**config.mk**
```make
export PLATFORM = sky130hd
export DESIGN_NAME = regfile_sb
export DESIGN_NICKNAME = d
export VERILOG_FILES = /design/src/rtl/regfile_sb.sv
export SDC_FILE = /design/constraint.sdc
export NUM_CORES = 2
export LEC_CHECK = 0
export CORE_ASPECT_RATIO = 0.9
export CORE_MARGIN = 4
export CORE_UTILIZATION = 50
export CTS_CLUSTER_SIZE = 20
export DETAILED_ROUTE_END_ITERATION = 10
export PLACE_DENSITY_LB_ADDON = 0.25
export SETUP_SLACK_MARGIN = 0.02
export SKIP_CTS_REPAIR_TIMING = 1
export SLEW_MARGIN = 10
export SYNTH_ARGS = -nofsm -noshare
export SYNTH_HDL_FRONTEND = slang
export SYNTH_SLANG_ARGS = --single-unit
```
**constraint.sdc**
```tcl
create_clock -name clk -period 39.1 [get_ports clk]
set_clock_uncertainty 0.1 [all_clocks]
set_input_delay 5.865 -clock clk [delete_from_list [all_inputs] [get_ports clk]]
set_output_delay 5.865 -clock clk [all_outputs]
set_load 0.01 [all_outputs]
```
**src/rtl/regfile_sb.sv**
```systemverilog
// Integer register file with a per-register busy scoreboard for in-order issue.
// Define RF_BYPASS_EN to forward same-cycle writeback data/busy to the read ports.
module regfile_sb #(
  parameter int unsigned XLEN = 32,
  parameter int unsigned NREG = 32,
  parameter int unsigned NRP  = 2
) (
  input  logic                     clk,
  input  logic                     rst,
  input  logic [NRP*$clog2(NREG)-1:0] rd_addr,
  output logic [NRP*XLEN-1:0]      rd_data,
  output logic [NRP-1:0]           rd_busy,
  input  logic                     wr_en,
  input  logic [$clog2(NREG)-1:0]  wr_addr,
  input  logic [XLEN-1:0]          wr_data,
  input  logic                     iss_en,
  input  logic [$clog2(NREG)-1:0]  iss_addr,
  output logic                     iss_ok,
  input  logic                     flush,
  output logic [$clog2(NREG+1)-1:0] busy_cnt
);

  localparam int unsigned AW = $clog2(NREG);
  localparam int unsigned CW = $clog2(NREG+1);

  logic [XLEN-1:0] regs_q [NREG];
  logic [NREG-1:0] busy_q, busy_d;
  logic [CW-1:0]   busy_cnt_q, busy_cnt_d;
  logic            wr_act;

  assign wr_act = wr_en & (wr_addr != '0);

  // A writeback to the issue target in the same cycle frees it, so issue may proceed.
  assign iss_ok = rst | (~flush & ((iss_addr == '0) | ~busy_q[iss_addr] |
                                   (wr_en & (wr_addr == iss_addr))));

  always_comb begin
    busy_d = busy_q;
    if (wr_act) begin
      busy_d[wr_addr] = 1'b0;
    end
    if (flush) begin
      busy_d = '0;
    end else if (iss_en && iss_ok && (iss_addr != '0)) begin
      busy_d[iss_addr] = 1'b1;
    end
    busy_d[0] = 1'b0;
  end

  always_comb begin
    busy_cnt_d = '0;
    for (int i = 0; i < NREG; i++) begin
      busy_cnt_d = busy_cnt_d + CW'(busy_d[i]);
    end
  end

  always_ff @(posedge clk or posedge rst) begin
    if (rst) begin
      busy_q     <= '0;
      busy_cnt_q <= '0;
    end else begin
      busy_q     <= busy_d;
      busy_cnt_q <= busy_cnt_d;
    end
  end

  // Register 0 is never written, so it holds its reset value of zero.
  always_ff @(posedge clk or posedge rst) begin
    if (rst) begin
      for (int i = 0; i < NREG; i++) begin
        regs_q[i] <= '0;
      end
    end else if (wr_act) begin
      regs_q[wr_addr] <= wr_data;
    end
  end

  assign busy_cnt = busy_cnt_q;

  for (genvar p = 0; p < NRP; p++) begin : g_rd
    logic [AW-1:0] addr;
    logic          hit;

    assign addr = rd_addr[p*AW +: AW];

`ifdef RF_BYPASS_EN
    assign hit = ~rst & wr_act & (wr_addr == addr);
`else
    assign hit = 1'b0;
`endif

    assign rd_data[p*XLEN +: XLEN] = rst ? '0 : (hit ? wr_data : regs_q[addr]);
    assign rd_busy[p]              = ~rst & ~hit & busy_q[addr];
  end

endmodule

```
-- Word level (Yosys, flattened, before mapping)
Cells that the tools add are included.
- bits in registers: 1061
- bits in latches: 0
- RAM bits: 0
- ROM bits: 0
- input port bits: 57
- output and inout port bits: 73
- memories kept: 0
- add/sub/neg operators: 30
- multiply operators: 0
- divide/modulo/power cells: 0
- order comparisons: 10
- equality and inequality tests: 1
- shift operators: 0
- muxes and demuxes: 24
- bitwise operators: 17
- reduce and logical (&&, ||, !) cells: 8
- operators by type and width (kind ; number):
    bitwise mux 1024 bit ; 1
    binary-select mux 32 bit (select 5 bit) ; 2
    two-way mux 32 bit ; 10
    demux 32 bit (select 5 bit) ; 1
    adder 6 x 1 -> 6 bit ; 25
    AND 32 bit ; 1
    inverter 32 bit ; 1
    bitwise OR 32 bit ; 1
    less-than comparator 5 x 6 -> 1 bit (second input constant) ; 4
    greater-or-equal comparator 6 bit (second input constant) ; 3
    inverter 5 -> 6 bit ; 3
    binary-select mux 1 bit (select 5 bit) ; 3
    demux 1 bit (select 5 bit) ; 2
    greater-or-equal comparator 5 x 1 -> 1 bit (second input constant) ; 2
    nonzero test 5 bit ; 2
    adder 5 x 1 -> 6 bit ; 1
    less-than comparator 6 x 1 -> 1 bit (second input constant) ; 1
    adder 4 x 1 -> 5 bit ; 1
    AND 1 bit ; 5
    equality test 5 bit ; 1
    logical AND 1 bit ; 5
    logical NOT 5 bit ; 1
    two-way mux 1 bit ; 5
    adder 3 x 1 -> 4 bit ; 1
    4 further kinds ; 8

-- Logic depth before layout (Yosys ltp)
- depth after elaboration: 41
- depth in mapped cells: 24

-- Worst setup path after synthesis
Ideal clock, no wire load.
- path kind: input to output
- start: in rst
- end: out iss_ok
- arrival: 30.860 ns
- required time: 33.135 ns
- slack: 2.275 ns
- stages on the path: 2
- cell sequence: inv_1 a22oi_1
- longest elaborated chain between the ends: 1
- ends and longest elaborated chain (item ; line ; RTL):
    from (decl) ; 9 ; input logic rst,
    bitwise OR 1 bit ; 34 ; assign iss_ok = rst | (~flush & ((iss_addr == '0) | ~busy_q[iss_addr] |
    to (decl) ; 18 ; output logic iss_ok,
No other way between the ends.

-- Final worst setup path
- start: in rd_addr[5]
- end: out rd_data[37]
- longest elaborated chain between the ends: 5
- ends and longest elaborated chain (item ; line ; RTL):
    from (decl) ; 10 ; input logic [NRP*$clog2(NREG)-1:0] rd_addr,
    inverter 5 -> 6 bit (not written as such) ; 92 ; assign rd_data[p*XLEN +: XLEN] = rst ? '0 : (hit ? wr_data : regs_q[addr]);
    binary-select mux 32 bit (select 5 bit) ; 92 ;
    two-way mux 32 bit (not written as such) (2 in a row) ; 92 ;
    two-way mux 32 bit ; 92 ;
    to (decl) ; 11 ; output logic [NRP*XLEN-1:0] rd_data,
No other way between the ends. The select of a mux whose other input is x is not followed.

==> metrics.txt <==
# TYPE chip_impl_metric gauge
chip_impl_metric{name="final_min_period_over_clock_period",unit=""} 0.413
chip_impl_metric{name="achievable-frequency",unit="MHz"} 62.0
chip_impl_info{name="tritoncts",value="done"} 1
chip_impl_info{name="setup_repair_after_global_routing_missed_its_margin",value="no"} 1
chip_impl_metric{name="coreArea",unit="µm²"} 114000
chip_impl_metric{name="antenna_found_initial",unit=""} 10
chip_impl_info{name="ys_dominant_reg_cell",value="sky130_fd_sc_hd__dfrtp_1"} 1
chip_impl_metric{name="crit_fanout",unit=""} 120
chip_impl_metric{name="total_leakage_power",unit="nW"} 26.7
chip_impl_metric{name="drtPass1Iterations",unit=""} 5
chip_impl_metric{name="met2WireLength",unit="µm"} 82700
chip_impl_metric{name="worstPathRequired",unit="ps"} 33130
chip_impl_metric{name="setup_viol",unit=""} 0
chip_impl_metric{name="report.final.slew_viol_count",unit=""} 0
chip_impl_info{name="crit_path_end_kind",value="primary output"} 1
chip_impl_info{name="crit_top_cell",value="sky130_fd_sc_hd__mux4_2"} 1
chip_impl_metric{name="final_hold_viol_count",unit=""} 0
chip_impl_metric{name="finalPower",unit="W"} 0.00323
chip_impl_metric{name="worst-slew-pin-transition",unit="ps"} 1170
chip_impl_info{name="worstPathCellList",value="buf_8 -> buf_12 -> buf_4 -> mux4_2 -> mux4_2 -> a22o_1 -> clkdlybuf4s50_1"} 1
chip_impl_metric{name="finish.net_count",unit=""} 3527
chip_impl_metric{name="post_synth_inst_count",unit=""} 3542
chip_impl_metric{name="gp_routability_congestion",unit=""} 0.878
chip_impl_metric{name="cts_buffer_depth",unit=""} 3
chip_impl_info{name="routed.top_layer",value="met5"} 1
chip_impl_metric{name="routed-via-count",unit=""} 35400
chip_impl_info{name="hold_path_class",value="reg -> reg"} 1
chip_impl_metric{name="grt_first_pass_wirelength",unit="µm"} 261000
chip_impl_metric{name="globalRouteOverflowTotal",unit=""} 0
chip_impl_metric{name="globalRouteTotalUtil",unit=""} 0.297
chip_impl_metric{name="synth-async-reset-ratio",unit=""} 1.00
chip_impl_metric{name="initial_utilization",unit=""} 0.506
chip_impl_metric{name="synth.yosys.seq_area_share",unit=""} 0.462
chip_impl_metric{name="grt_pass1_vias",unit=""} 37200
chip_impl_info{name="type_of_the_worst_setup_path",value="in -> out"} 1
chip_impl_metric{name="vias_per_cell",unit=""} 7.05
chip_impl_info{name="outcome",value="completed"} 1
chip_impl_metric{name="routedLengthMet1",unit="µm"} 70400
chip_impl_metric{name="buffer_ports.inserted",unit=""} 129
chip_impl_metric{name="die_x",unit="µm"} 365
chip_impl_metric{name="synth_seq_cells",unit=""} 1061
chip_impl_metric{name="area.growth.synth_to_final",unit="%"} 10.3
chip_impl_metric{name="irDropWorstVdd",unit="V"} 0.0000414
chip_impl_info{name="synth_largest_area_cell",value="sky130_fd_sc_hd__dfrtp_1"} 1
chip_impl_metric{name="row_count",unit=""} 117
chip_impl_metric{name="timing.critical_path.slowest_cell_delay",unit="ps"} 870
chip_impl_metric{name="n_fill_cell",unit=""} 8644
chip_impl_metric{name="clock-sinks",unit=""} 1061
chip_impl_metric{name="drt.antenna.violating_nets",unit=""} 0
chip_impl_metric{name="wl_met3",unit="µm"} 16300
chip_impl_metric{name="detailed_route_wire_length_per_cell",unit="µm"} 35.0
chip_impl_metric{name="design.portCount",unit=""} 130
chip_impl_metric{name="ys.warnings.count",unit=""} 0
chip_impl_metric{name="h_tree_lvl_count",unit=""} 3
chip_impl_metric{name="clk_latency",unit="ps"} 720
chip_impl_metric{name="cts_inserted_buffers",unit=""} 113
chip_impl_metric{name="die-area",unit="µm²"} 120000
chip_impl_metric{name="grt_start_max_net_pins",unit=""} 121
chip_impl_metric{name="routed_wirelength",unit="µm"} 176000
chip_impl_metric{name="synth.avg_cell_area",unit="µm²"} 16.2
chip_impl_metric{name="yosysUniqueCellTypes",unit=""} 60
chip_impl_info{name="critical_path.startpoint_type",value="input port"} 1
chip_impl_info{name="critPathSlowestCell",value="sky130_fd_sc_hd__buf_4"} 1
chip_impl_metric{name="first_iter_violations",unit=""} 3629
chip_impl_metric{name="drive_gt1_frac",unit=""} 0.558
chip_impl_info{name="ys_top_cells_by_area",value="sky130_fd_sc_hd__dfrtp_1, sky130_fd_sc_hd__mux4_2, sky130_fd_sc_hd__mux2_2, sky130_fd_sc_hd__clkbuf_1, sky130_fd_sc_hd__a22o_1"} 1
chip_impl_metric{name="pwr_density_cell",unit="nW/µm²"} 51.0
chip_impl_metric{name="synth_enable_flop_cells",unit=""} 0
chip_impl_metric{name="synthDominantCellAreaShare",unit=""} 0.462
chip_impl_metric{name="dieHeight",unit="µm"} 330
chip_impl_metric{name="fin_setup_tns",unit="ps"} 0
chip_impl_metric{name="cap_viol_max_count",unit=""} 0
chip_impl_metric{name="drc",unit=""} 0
chip_impl_metric{name="worst_setup_hold_path_clk_slew",unit="ps"} 60
chip_impl_metric{name="timing.slew.headroom",unit=""} 0.223
chip_impl_metric{name="postSynthNetCount",unit=""} 3629
chip_impl_metric{name="worst-endpoint-arrival",unit="ps"} 10170
chip_impl_info{name="clockRootBuffer",value="sky130_fd_sc_hd__clkbuf_16"} 1
chip_impl_metric{name="final_period_minus_worst_setup_slack",unit="ps"} 16130
chip_impl_metric{name="mappedNetlistArea",unit="µm²"} 57500
chip_impl_metric{name="dp_hpwl",unit="µm"} 94000
layout by cell type (no fill, tap or decap), types with 5 or more instances in the layout:
cell / netlist / routed
sky130_fd_sc_hd__fa_1: 23 / 23
sky130_fd_sc_hd__a22o_1: 66 / 66
sky130_fd_sc_hd__nand2_4: 0 / 5
sky130_fd_sc_hd__inv_1: 25 / 24
sky130_fd_sc_hd__clkbuf_8: 0 / 35
sky130_fd_sc_hd__dfrtp_1: 1061 / 1061
sky130_fd_sc_hd__clkinv_2: 0 / 26
sky130_fd_sc_hd__nand2_1: 51 / 40
sky130_fd_sc_hd__clkdlybuf4s50_1: 0 / 121
sky130_fd_sc_hd__ha_1: 7 / 7
sky130_fd_sc_hd__inv_6: 0 / 7
sky130_fd_sc_hd__a21oi_1: 12 / 12
sky130_fd_sc_hd__mux4_2: 658 / 658
sky130_fd_sc_hd__a32oi_1: 12 / 12
sky130_fd_sc_hd__mux2_2: 999 / 999
sky130_fd_sc_hd__nand2_2: 0 / 6
sky130_fd_sc_hd__nand4_1: 5 / 5
sky130_fd_sc_hd__a21boi_1: 6 / 6
sky130_fd_sc_hd__o21ai_1: 10 / 10
sky130_fd_sc_hd__bufinv_16: 0 / 9
sky130_fd_sc_hd__xnor2_1: 6 / 6
sky130_fd_sc_hd__nor3b_1: 13 / 13
sky130_fd_sc_hd__nor2b_1: 9 / 7
sky130_fd_sc_hd__nor2_4: 0 / 14
sky130_fd_sc_hd__clkbuf_16: 0 / 113
sky130_fd_sc_hd__nor2_1: 39 / 25
sky130_fd_sc_hd__buf_4: 8 / 72
sky130_fd_sc_hd__clkbuf_1: 242 / 16
sky130_fd_sc_hd__o21ai_0: 16 / 16
sky130_fd_sc_hd__nand3_1: 20 / 16
sky130_fd_sc_hd__mux2i_1: 9 / 9
sky130_fd_sc_hd__a21boi_0: 13 / 13
layout make-up:
type | instances | area [µm²] | share of cell area
flip-flops and latches | 1061 | 26600 | 0.419
multi-input cells | 2037 | 29100 | 0.459
well taps | 1487 | 1860 | 0.0293
repair buffers | 201 | 1870 | 0.0296
diodes | 2 | 5.00 | 0.0000789
inverters | 26 | 105 | 0.00166
clock inverters | 47 | 513 | 0.00809
clock buffers | 164 | 3370 | 0.0531
report_power, final:
group	switching [W]	total, W	internal, W	leakage [nW]
clock network	0.000465	0.00112	0.000656	1.94
registers	0.000151	0.00145	0.00130	13.6
logic	0.000242	0.000657	0.000416	11.1
total	0.000858	0.00323	0.00237	26.7
synth_stat cells (all sizes together) (2+ instances only):
cell type and instances:
o21ai 27, o211a 2, nand3b 2, o21a 2, nor2 39, clkbuf 242
a22o 66, o32a 2, a21oi 12, and2 3, and3 4, nand3 20
xnor2 6, mux2 1000, nor3b 13, a22oi 2, or3b 3, a32oi 12
a21boi 19, nand2b 2, xor2 2, mux4 658, dfrtp 1061, nand4 5
and3b 4, ha 7, buf 176, a21o 4, nand4b 2, fa 23
o211ai 4, nand2 51, nor2b 9, mux2i 9, inv 25, nor3 5
or3 3
final timing paths:
check                             from     endpoint  slack (ps)  cells after the start
max                         rd_addr[5]  rd_data[37]       22970                      7
min in group asynchronous          rst  regs_q[894]        6000                      2
max in group asynchronous          rst  regs_q[528]       28650                      6
min reg2reg                regs_q[996]  regs_q[996]         290                      0
max reg2reg                 busy_q[13]  busy_cnt[4]       32000                     17
min                        regs_q[996]  regs_q[996]         290                      0
critical path: cells and delay by family:
| family | cells | cell delay [ps] |
|---|---|---|
| AOI/OAI and AO/OA | 1 | 320 |
| buffers and inverters | 4 | 2660 |
| muxes | 2 | 1110 |
cells by family (layout without fill, tap and decap cells):
logic type,after synthesis,in the layout,share of synthesized area
AO/OA/AOI/OAI,162,162,0.0218
XOR/XNOR,8,8,0.00122
adder cells (fa/ha/maj),30,30,0.00954
buffers and inverters,444,438,0.0351
flip-flops,1061,1061,0.462
multiplexers,1667,1667,0.455
other,0,2,0
AND/OR/NAND/NOR,170,170,0.0149
sequential cells by signal (all words and copies together) (netlist names):
name      count
regs_q     1024
busy_q       31
busy_cnt      6
per-layer routing:
| layer | up-vias | global-route usage |
|---|---|---|
| met5 | - | 0 |
| met4 | 12 | 0.0956 |
| met3 | 365 | 0.0690 |
| met2 | 1807 | 0.461 |
| met1 | 19600 | 0.422 |
| li1 | 13700 | - |
metrics by stage:
stage / setup slack, ps / hold WS, ps / instance area [µm²] / cells / utilization
2_1_floorplan: 2280 / 341 / 57500 / 3542 / -
3_3_place_gp: 22850 / 277 / 59500 / 4812 / 0.524
3_5_place_dp: 22840 / 282 / 59500 / 4812 / 0.524
4_1_cts: 22840 / 296 / 63400 / 5023 / 0.558
5_1_grt: 22600 / 305 / 63400 / 5023 / 0.558
6_report: 22970 / 291 / 63400 / 5025 / 0.558
No activity file was read; power rests on OpenSTA's default activity.
